--- config.mk ---
export PLATFORM = sky130hd
export DESIGN_NAME = axi_mem_arbiter
export DESIGN_NICKNAME = d
export VERILOG_FILES = /design/src/rtl/axi_mem_arbiter.sv
export SDC_FILE = /design/constraint.sdc
export NUM_CORES = 1
export LEC_CHECK = 0
export CAP_MARGIN = 40
export CORE_ASPECT_RATIO = 0.6
export CORE_MARGIN = 5
export CORE_UTILIZATION = 30
export DETAILED_ROUTE_END_ITERATION = 7
export DONT_BUFFER_PORTS = 1
export GPL_ROUTABILITY_DRIVEN = 0
export MAX_ROUTING_LAYER = met4
export SYNTH_ARGS = -nofsm -noshare
export SYNTH_HDL_FRONTEND = slang
export SYNTH_SLANG_ARGS = --single-unit
--- constraint.sdc ---
create_clock -name clk -period 1.5 [get_ports clk]
set_input_delay 0.225 -clock clk [delete_from_list [all_inputs] [get_ports clk]]
set_output_delay 0.225 -clock clk [all_outputs]
set_load 0.02 [all_outputs]
--- src/rtl/axi_mem_arbiter.sv ---
// Round-robin arbiter sharing one AXI4 master between fetch and load/store.
// Single-beat transactions, one outstanding at a time.
module axi_mem_arbiter #(
    parameter int ADDR_W = 32
) (
    input  logic              clk,
    input  logic              rstn,
    input  logic              i_req_valid,
    output logic              i_req_ready,
    input  logic [ADDR_W-1:0] i_req_addr,
    output logic              i_resp_valid,
    output logic [31:0]       i_resp_data,
    input  logic              d_req_valid,
    output logic              d_req_ready,
    input  logic [ADDR_W-1:0] d_req_addr,
    input  logic              d_req_we,
    input  logic [31:0]       d_req_wdata,
    input  logic [3:0]        d_req_wstrb,
    output logic              d_resp_valid,
    output logic [31:0]       d_resp_data,
    output logic [ADDR_W-1:0] m_axi_araddr,
    output logic              m_axi_arvalid,
    input  logic              m_axi_arready,
    output logic [7:0]        m_axi_arlen,
    output logic [2:0]        m_axi_arsize,
    output logic [1:0]        m_axi_arburst,
    input  logic [31:0]       m_axi_rdata,
    input  logic [1:0]        m_axi_rresp,
    input  logic              m_axi_rvalid,
    output logic              m_axi_rready,
    output logic [ADDR_W-1:0] m_axi_awaddr,
    output logic              m_axi_awvalid,
    input  logic              m_axi_awready,
    output logic [7:0]        m_axi_awlen,
    output logic [2:0]        m_axi_awsize,
    output logic [1:0]        m_axi_awburst,
    output logic [31:0]       m_axi_wdata,
    output logic [3:0]        m_axi_wstrb,
    output logic              m_axi_wvalid,
    input  logic              m_axi_wready,
    output logic              m_axi_wlast,
    input  logic [1:0]        m_axi_bresp,
    input  logic              m_axi_bvalid,
    output logic              m_axi_bready,
    output logic              bus_err
);

    localparam logic [2:0] IDLE    = 3'd0;
    localparam logic [2:0] RD_ADDR = 3'd1;
    localparam logic [2:0] RD_DATA = 3'd2;
    localparam logic [2:0] WR_REQ  = 3'd3;
    localparam logic [2:0] WR_RESP = 3'd4;

    logic [2:0]        state;
    logic              last_d;
    logic              owner_d;
    logic [ADDR_W-1:0] addr_q;
    logic [31:0]       wdata_q;
    logic [3:0]        wstrb_q;
    logic              aw_done;
    logic              w_done;
    logic              gnt_i;
    logic              gnt_d;
    logic              aw_hs;
    logic              w_hs;
    logic              addr_lsb_unused;

    // On contention the port that did not win last time is served.
    always_comb begin
        gnt_i = (state == IDLE) & i_req_valid
              & (~d_req_valid | last_d);
        gnt_d = (state == IDLE) & d_req_valid
              & (~i_req_valid | ~last_d);
    end

    assign i_req_ready = rstn & gnt_i;
    assign d_req_ready = rstn & gnt_d;

    assign m_axi_araddr  = addr_q;
    assign m_axi_awaddr  = addr_q;
    assign m_axi_wdata   = wdata_q;
    assign m_axi_wstrb   = wstrb_q;
    assign m_axi_arvalid = (state == RD_ADDR);
    assign m_axi_rready  = (state == RD_DATA);
    assign m_axi_awvalid = (state == WR_REQ) & ~aw_done;
    assign m_axi_wvalid  = (state == WR_REQ) & ~w_done;
    assign m_axi_bready  = (state == WR_RESP);

    assign m_axi_arlen   = 8'd0;
    assign m_axi_awlen   = 8'd0;
    assign m_axi_arsize  = 3'b010;
    assign m_axi_awsize  = 3'b010;
    assign m_axi_arburst = 2'b01;
    assign m_axi_awburst = 2'b01;
    assign m_axi_wlast   = 1'b1;

    assign aw_hs = m_axi_awvalid & m_axi_awready;
    assign w_hs  = m_axi_wvalid & m_axi_wready;
    assign addr_lsb_unused = ^{i_req_addr[1:0], d_req_addr[1:0]};

    always_ff @(posedge clk or negedge rstn) begin
        if (!rstn) begin
            state        <= IDLE;
            last_d       <= 1'b1;
            owner_d      <= 1'b0;
            addr_q       <= '0;
            wdata_q      <= '0;
            wstrb_q      <= '0;
            aw_done      <= 1'b0;
            w_done       <= 1'b0;
            i_resp_valid <= 1'b0;
            d_resp_valid <= 1'b0;
            i_resp_data  <= '0;
            d_resp_data  <= '0;
            bus_err      <= 1'b0;
        end else begin
            i_resp_valid <= 1'b0;
            d_resp_valid <= 1'b0;
            unique case (state)
                IDLE: begin
                    if (gnt_i | gnt_d) begin
                        owner_d <= gnt_d;
                        last_d  <= gnt_d;
                        addr_q  <= gnt_d
                            ? {d_req_addr[ADDR_W-1:2], 2'b00}
                            : {i_req_addr[ADDR_W-1:2], 2'b00};
                        wdata_q <= d_req_wdata;
                        wstrb_q <= d_req_wstrb;
                        state   <= (gnt_d & d_req_we) ? WR_REQ : RD_ADDR;
                    end
                end
                RD_ADDR: begin
                    if (m_axi_arready) state <= RD_DATA;
                end
                RD_DATA: begin
                    if (m_axi_rvalid) begin
                        if (owner_d) begin
                            d_resp_data  <= m_axi_rdata;
                            d_resp_valid <= 1'b1;
                        end else begin
                            i_resp_data  <= m_axi_rdata;
                            i_resp_valid <= 1'b1;
                        end
                        if (m_axi_rresp != 2'b00) bus_err <= 1'b1;
                        state <= IDLE;
                    end
                end
                WR_REQ: begin
                    // AW and W complete independently, in any order.
                    if ((aw_done | aw_hs) & (w_done | w_hs)) begin
                        aw_done <= 1'b0;
                        w_done  <= 1'b0;
                        state   <= WR_RESP;
                    end else begin
                        if (aw_hs) aw_done <= 1'b1;
                        if (w_hs)  w_done  <= 1'b1;
                    end
                end
                WR_RESP: begin
                    if (m_axi_bvalid) begin
                        d_resp_valid <= 1'b1;
                        if (m_axi_bresp != 2'b00) bus_err <= 1'b1;
                        state <= IDLE;
                    end
                end
                default: state <= IDLE;
            endcase
        end
    end

endmodule

== Word level (Yosys, flattened, before mapping) ==
Cells that the tools add are included.

* $lt $le $gt $ge: 0
* Add/sub/neg operators: 0
* Mux-type cells: 24
* Shifts and indexed selects: 0
* Eq/ne operators: 11
* Divide/modulo/power cells: 0
* Reductions and logical operators: 13
* Multipliers: 0
* Bitwise operators: 23

{| class="wikitable"
|+ Operators with widths
! kind !! number
|-
| 32-bit 2-to-1 mux || 1
|-
| 3-bit 2-to-1 mux || 5
|-
| 3-bit case mux with 5 select lines || 1
|-
| 1-bit 2-to-1 mux || 14
|-
| 1-bit AND || 12
|-
| 2-bit by 1-bit inequality test with 1-bit output, second input constant || 5
|-
| 5-bit AND reduction || 2
|-
| 2-bit nonzero test || 5
|-
| 3-bit by 2-bit equality test with 1-bit output, second input constant || 2
|-
| 1-bit inverter || 6
|-
| 2-bit AND reduction || 3
|-
| 3-bit AND reduction || 2
|-
| 1-bit OR || 5
|-
| 2-bit inequality test, second input constant || 2
|-
| 1-bit case mux with 2 select lines || 2
|-
| 3-bit by 1-bit equality test with 1-bit output, second input constant || 1
|-
| 3-bit equality test, second input constant || 1
|-
| 3-bit logical NOT || 1
|-
| 2-bit 2-to-1 mux || 1
|}

* Latch bits: 0
* Bits in writable memories: 0
* Register bits after elaboration: 142
* Memories: 0
* Memory bits (read-only): 0
* Output and inout bits: 201
* Word-level logic and storage cells: 84

== Depth between registers and ports, before layout ==
* Depth in word-level cells: 7
* Mapped depth: 7
* Depth with buffers taken out: 5

== Worst setup path before layout ==
OpenSTA, ideal clock, no wires.

* Kind: reg2reg
* Start point: register state[0]
* End point: register i_resp_data[0]
* Library setup time: 125 ps
* Arrival time: 1695 ps
* Cell stages (with the launch flop): 7
* Data required time: 1375 ps
* Period minus slack after synthesis: 1820 ps
* Buffers on the path: 2
* Path slack: -320 ps
* Path through: dfrtp_1 -> buf_4 -> nor3b_4 -> nand2_4 -> nor2_8 -> buf_12 -> mux2_4

* Cells in the longest elaborated chain, start to end: 2

{| class="wikitable"
|+ RTL lines
! what !! line !! RTL
|-
| from (decl) || 54 || <nowiki>logic [2:0] state;</nowiki>
|-
| from (signal assigned) || 129 || <nowiki>state <= (gnt_d & d_req_we) ? WR_REQ : RD_ADDR;</nowiki>
|-
| 3-bit by 2-bit equality test with 1-bit output || -- ||
|-
| named net m_axi_rready || 30 || <nowiki>output logic m_axi_rready,</nowiki>
|-
| 3-bit AND reduction (no source line) || -- ||
|-
| to (signal assigned) || 141 || <nowiki>i_resp_data <= m_axi_rdata;</nowiki>
|-
| to (decl) || 12 || <nowiki>output logic [31:0] i_resp_data,</nowiki>
|}

The timed path passes the listed nets, and every way through them passes these cells.
A chain may end at the register's enable or synchronous reset.

== Worst setup path in the final report ==
* Start point: register state[0]
* End point: output port i_req_ready

* Cells in the longest elaborated chain, start to end: 4

{| class="wikitable"
|+ RTL lines
! what !! line !! RTL
|-
| 3-bit logical NOT || 70 || <nowiki>gnt_i = (state == IDLE) & i_req_valid</nowiki>
|-
| 1-bit AND || 70 ||
|-
| 1-bit AND || 71 || <nowiki>& (~d_req_valid | last_d);</nowiki>
|-
| 1-bit AND || 76 || <nowiki>assign i_req_ready = rstn & gnt_i;</nowiki>
|-
| to (decl) || 9 || <nowiki>output logic i_req_ready,</nowiki>
|}

No other way between the ends.

==> reports/results.md <==
| Stage | Result | Reported |
|---|---|---|
| status | Outcome | complete, but fails checks |
| status | Violations in the final reports | negative hold slack, negative setup slack |
| critical path | Critical-path cell list | buf_6 > nor3_4 > nand3_2 > buf_12 > nor2_4 > buf_6 |
| timing | Portion of the clock cycle consumed by the worst path in the final layout | 126% |
| route | Drt total wl | 20.1 mm |
| timing | Worst Skew | 0.0149 ns |
| power and ir drop | Pwr dens | 2350 mW/mm^2 |
| synth | Yosys cell types | 38 |
| floorplan | Cell Rows | 41 |
| route | Routed wire length per instance | 21.6 um |
| min path | Hold crit path type | in2async |
| power and ir drop | Clock network fraction of total power | 19.3% |
| placement | HPWL reported at the end of detailed placement | 11.4 mm |
| synth | Async SR Flop Fraction | 100% |
| synth | Synth Instances | 469 |
| floorplan | Top-level port count | 347 |
| critical path | Setup Crit Path Kind | reg2out |
| placement | Count of buffers from port buffering | 0 |
| critical path | Critical-path top delay cell | sky130_fd_sc_hd__dfrtp_1 |
| floorplan | Die Height | 123 um |
| flow run | Max Cap Violations | 0 |
| power and ir drop | Internal power summed over all cells | 12.9 mW |
| timing | Unrepaired setup endpoints after global routing | yes |
| route | DRC violations left | 0 |
| power and ir drop | Seq pwr share | 43.6% |
| global routing | Gr usage total | 16.2% |
| critical path | Worst R2R Setup Slack | -0.30 ns |
| global routing | Number of global-route vias before repair | 4838 |
| power and ir drop | Static Leak | 4.31 nW |
| power and ir drop | Switching power | 8.92 mW |
| floorplan | DIE WIDTH | 199 um |
| route | Ratio of routed vias to standard cells | 4.57 |
| layout | Core occupancy in the finished layout | 44.1% |
| route | Number of vias in the routed layout | 4253 |
| route | Count of nets left with antenna violations after detail routing | 0 |
| route | Pre-Repair DR Iteration Count | 5 |
| floorplan | Die footprint | 0.0245 mm^2 |
| layout | Filler Cell Count | 1835 |
| clock network | Count of clock tree sinks | 140 |
| power and ir drop | Worst IR drop on VDD | 1.08 mV |
| global routing | Overflow left after global routing | 0 |
| synth | YS warnings | 0 |
| timing | Hold slack | -0.498 ns |
| synth | Netlist area before placement | 0.00641 mm^2 |
| global routing | First-pass GRT wire length | 28.9 mm |
| critical path | Kind of start point of the critical path | register |
| timing | Final setup violating endpoints | 139 |
| layout | Synthesis-to-layout area growth | 44.9% |
| global routing | Pin count of the biggest net entering global routing | 142 |
| placement | Post-Place Setup Slack | -0.0955 ns |
| clock network | Bufs on Longest Clock Path | 2 |
| synth | Number of synthesized flops with an enable pin | 0 |
| timing | Worst Slack Setup Final | -0.389 ns |
| route | Initial drt markers | 132 |
| clock network | TritonCTS clock tree | yes |
| critical path | Largest stage delay, worst path | 0.40 ns |
| synth | Synthesized area divided by synthesized cell count | 13.7 um^2 |
| layout | Number of nets in the layout | 783 |
| timing | Final critical path time including I/O delays and setup | 1.89 ns |
| clock network | Clk pin slew, worst setup/hold paths | 0.07 ns |
| critical path | Most used cell, CP | sky130_fd_sc_hd__buf_6 |
| critical path | Cell count of the worst reg-to-reg path | 8 |
| clock network | Cts bufs inserted | 17 |
| critical path | Required @ worst endpoint | 1.27 ns |
| timing | Total count of max-transition violations in the final report | 0 |
| clock network | Post-CTS Hold Fix Bufs | 129 |
| floorplan | Floorplan core area | 0.0210 mm^2 |
| floorplan | Effective utilization at floorplan | 30.5% |
| synth | Proportion of synthesized chip area in sequential cells | 54.7% |
| power and ir drop | Net switching share of the total power | 41.0% |
| critical path | Biggest fanout along the worst timing path | 3 |
| critical path | WP data arrival | 1.66 ns |
| clock network | Clock network latency to the later pin of the worst-skew pair | 0.42 ns |
| synth | Ys flop type | sky130_fd_sc_hd__dfrtp_1 |
| synth | FF+latch count, synth | 140 |
| clock network | Clk root buf | sky130_fd_sc_hd__clkbuf_16 |
| clock network | Htree depth | 4 |
| timing | Highest attainable clock frequency | 529 MHz |
| power and ir drop | Combinational fraction of design power | 37.1% |
| timing | Number of failing hold endpoints at the final stage | 140 |
| layout | Share of cells above drive strength 1 | 35.8% |
| critical path | Worst Setup End Kind | output port |
| layout | Number of standard cells in the final layout excluding fillers | 930 |
| global routing | Initial antenna violation count | 1 |
| placement | Total placed cells including tap cells | 735 |
## layout by cell type, fill, tap and decap left out, drive strengths merged, types with 14 or more instances in the layout
master	n
buf	71
clkbuf	22
conb	31
dfrtp	139
dlygate4sd3	129
mux2	100
mux2i	31
nand2	40
nor2	14
o21ai	32
## cells in the mapped netlist, drive strengths merged (2+ instances only)
| cell | instances | area [um^2] |
|---|---|---|
| a211oi | 2 | 15.0 |
| a21oi | 3 | 15.0 |
| buf | 80 | 626 |
| clkbuf | 3 | 12.5 |
| conb | 2 | 7.51 |
| dfrtp | 139 | 3480 |
| inv | 4 | 15.0 |
| mux2 | 100 | 1340 |
| mux2i | 31 | 310 |
| nand2 | 40 | 158 |
| nand3 | 3 | 32.5 |
| nor2 | 14 | 68.8 |
| nor3b | 2 | 26.3 |
| o21ai | 32 | 164 |
| or3b | 2 | 17.5 |
## metrics by stage
stage,cell area [um^2],total power [mW],hold WS (ns),TNS (ns)
6_report,9290,21.8,-0.498,-28.64
5_1_grt,9290,22.9,-0.544,-38.55
4_1_cts,9210,21.6,-0.539,-35.34
3_5_place_dp,6620,15.3,-0.0667,-5.50
3_3_place_gp,6620,15.0,-0.0668,-3.94
2_1_floorplan,6530,14.1,-0.0706,-15.56
## power groups by stage
| stage | sequential [mW] | clock (mW) | combinational [mW] |
|---|---|---|---|
| final | 9.49 | 4.20 | 8.08 |
| after global routing | 9.72 | 4.51 | 8.64 |
| after CTS | 9.47 | 4.33 | 7.78 |
| after detailed placement | 9.50 | 0 | 5.75 |
| after global placement | 9.47 | 0 | 5.50 |
| after floorplan | 8.96 | 0 | 5.10 |
## worst paths after layout
check | endpoint | start
min reg2reg | last_d | last_d
max | i_req_ready | state[0]
min | d_resp_data[18] | rstn
min in group clk | m_axi_araddr[9] | i_req_addr[9]
max reg2reg | m_axi_araddr[21] | state[0]
max in group asynchronous | last_d | rstn
## final cells by class
cell class / count / area (um^2) / share of cell area [%]
Clock buffer: 19 / 443 / 4.77
Sequential cell: 140 / 3500 / 37.7
Clock inverter: 13 / 143 / 1.54
Inverter: 4 / 15.0 / 0.162
Timing Repair Buffer: 203 / 2330 / 25.1
Tap cell: 279 / 349 / 3.76
Antenna cell: 1 / 2.50 / 0.0270
Multi-Input combinational cell: 271 / 2500 / 27.0
## worst max-delay path, delay by kind of cell, from the launching register on
| kind | cells | cell delay [ns] |
|---|---|---|
| buf+inv | 3 | 0.40 |
| flops | 1 | 0.40 |
| simple gates | 3 | 0.43 |
## layer usage
metal	global-route usage, %	routed length, um	vias up
li1	-	-	1859
met1	18.6	7860	2158
met2	26.9	10100	210
met3	6.13	1750	26
met4	4.87	308	0
met5	-	0	-
## logic make-up after synthesis
kind of cell    share of synthesized area, %
other cells                            0.117
compound gates                          3.53
simple gates                            5.66
flops                                   54.7
buf+inv                                 10.2
mux                                     25.8
## timing repair
action | CTS | global route
setup buffers | 21 | 8
pin swaps | 13 | 14
gates cloned | 12 | 3
endpoints found under the setup margin | 139 | 144
gates resized for setup | 79 | 36
hold endpoints to repair | 276 | 140
## sequential cells by signal, summed over array words and instances, names as in the netlist
| signal | count |
|---|---|
| i_resp_data | 32 |
| d_resp_data | 32 |
| m_axi_wstrb | 4 |
| m_axi_araddr | 30 |
| bus_err | 1 |
| i_resp_valid | 1 |
| owner_d | 1 |
| d_resp_valid | 1 |
| m_axi_wdata | 32 |
| state | 3 |
| last_d | 1 |
| w_done | 1 |
| aw_done | 1 |
No activity file was read; power rests on OpenSTA's default activity.
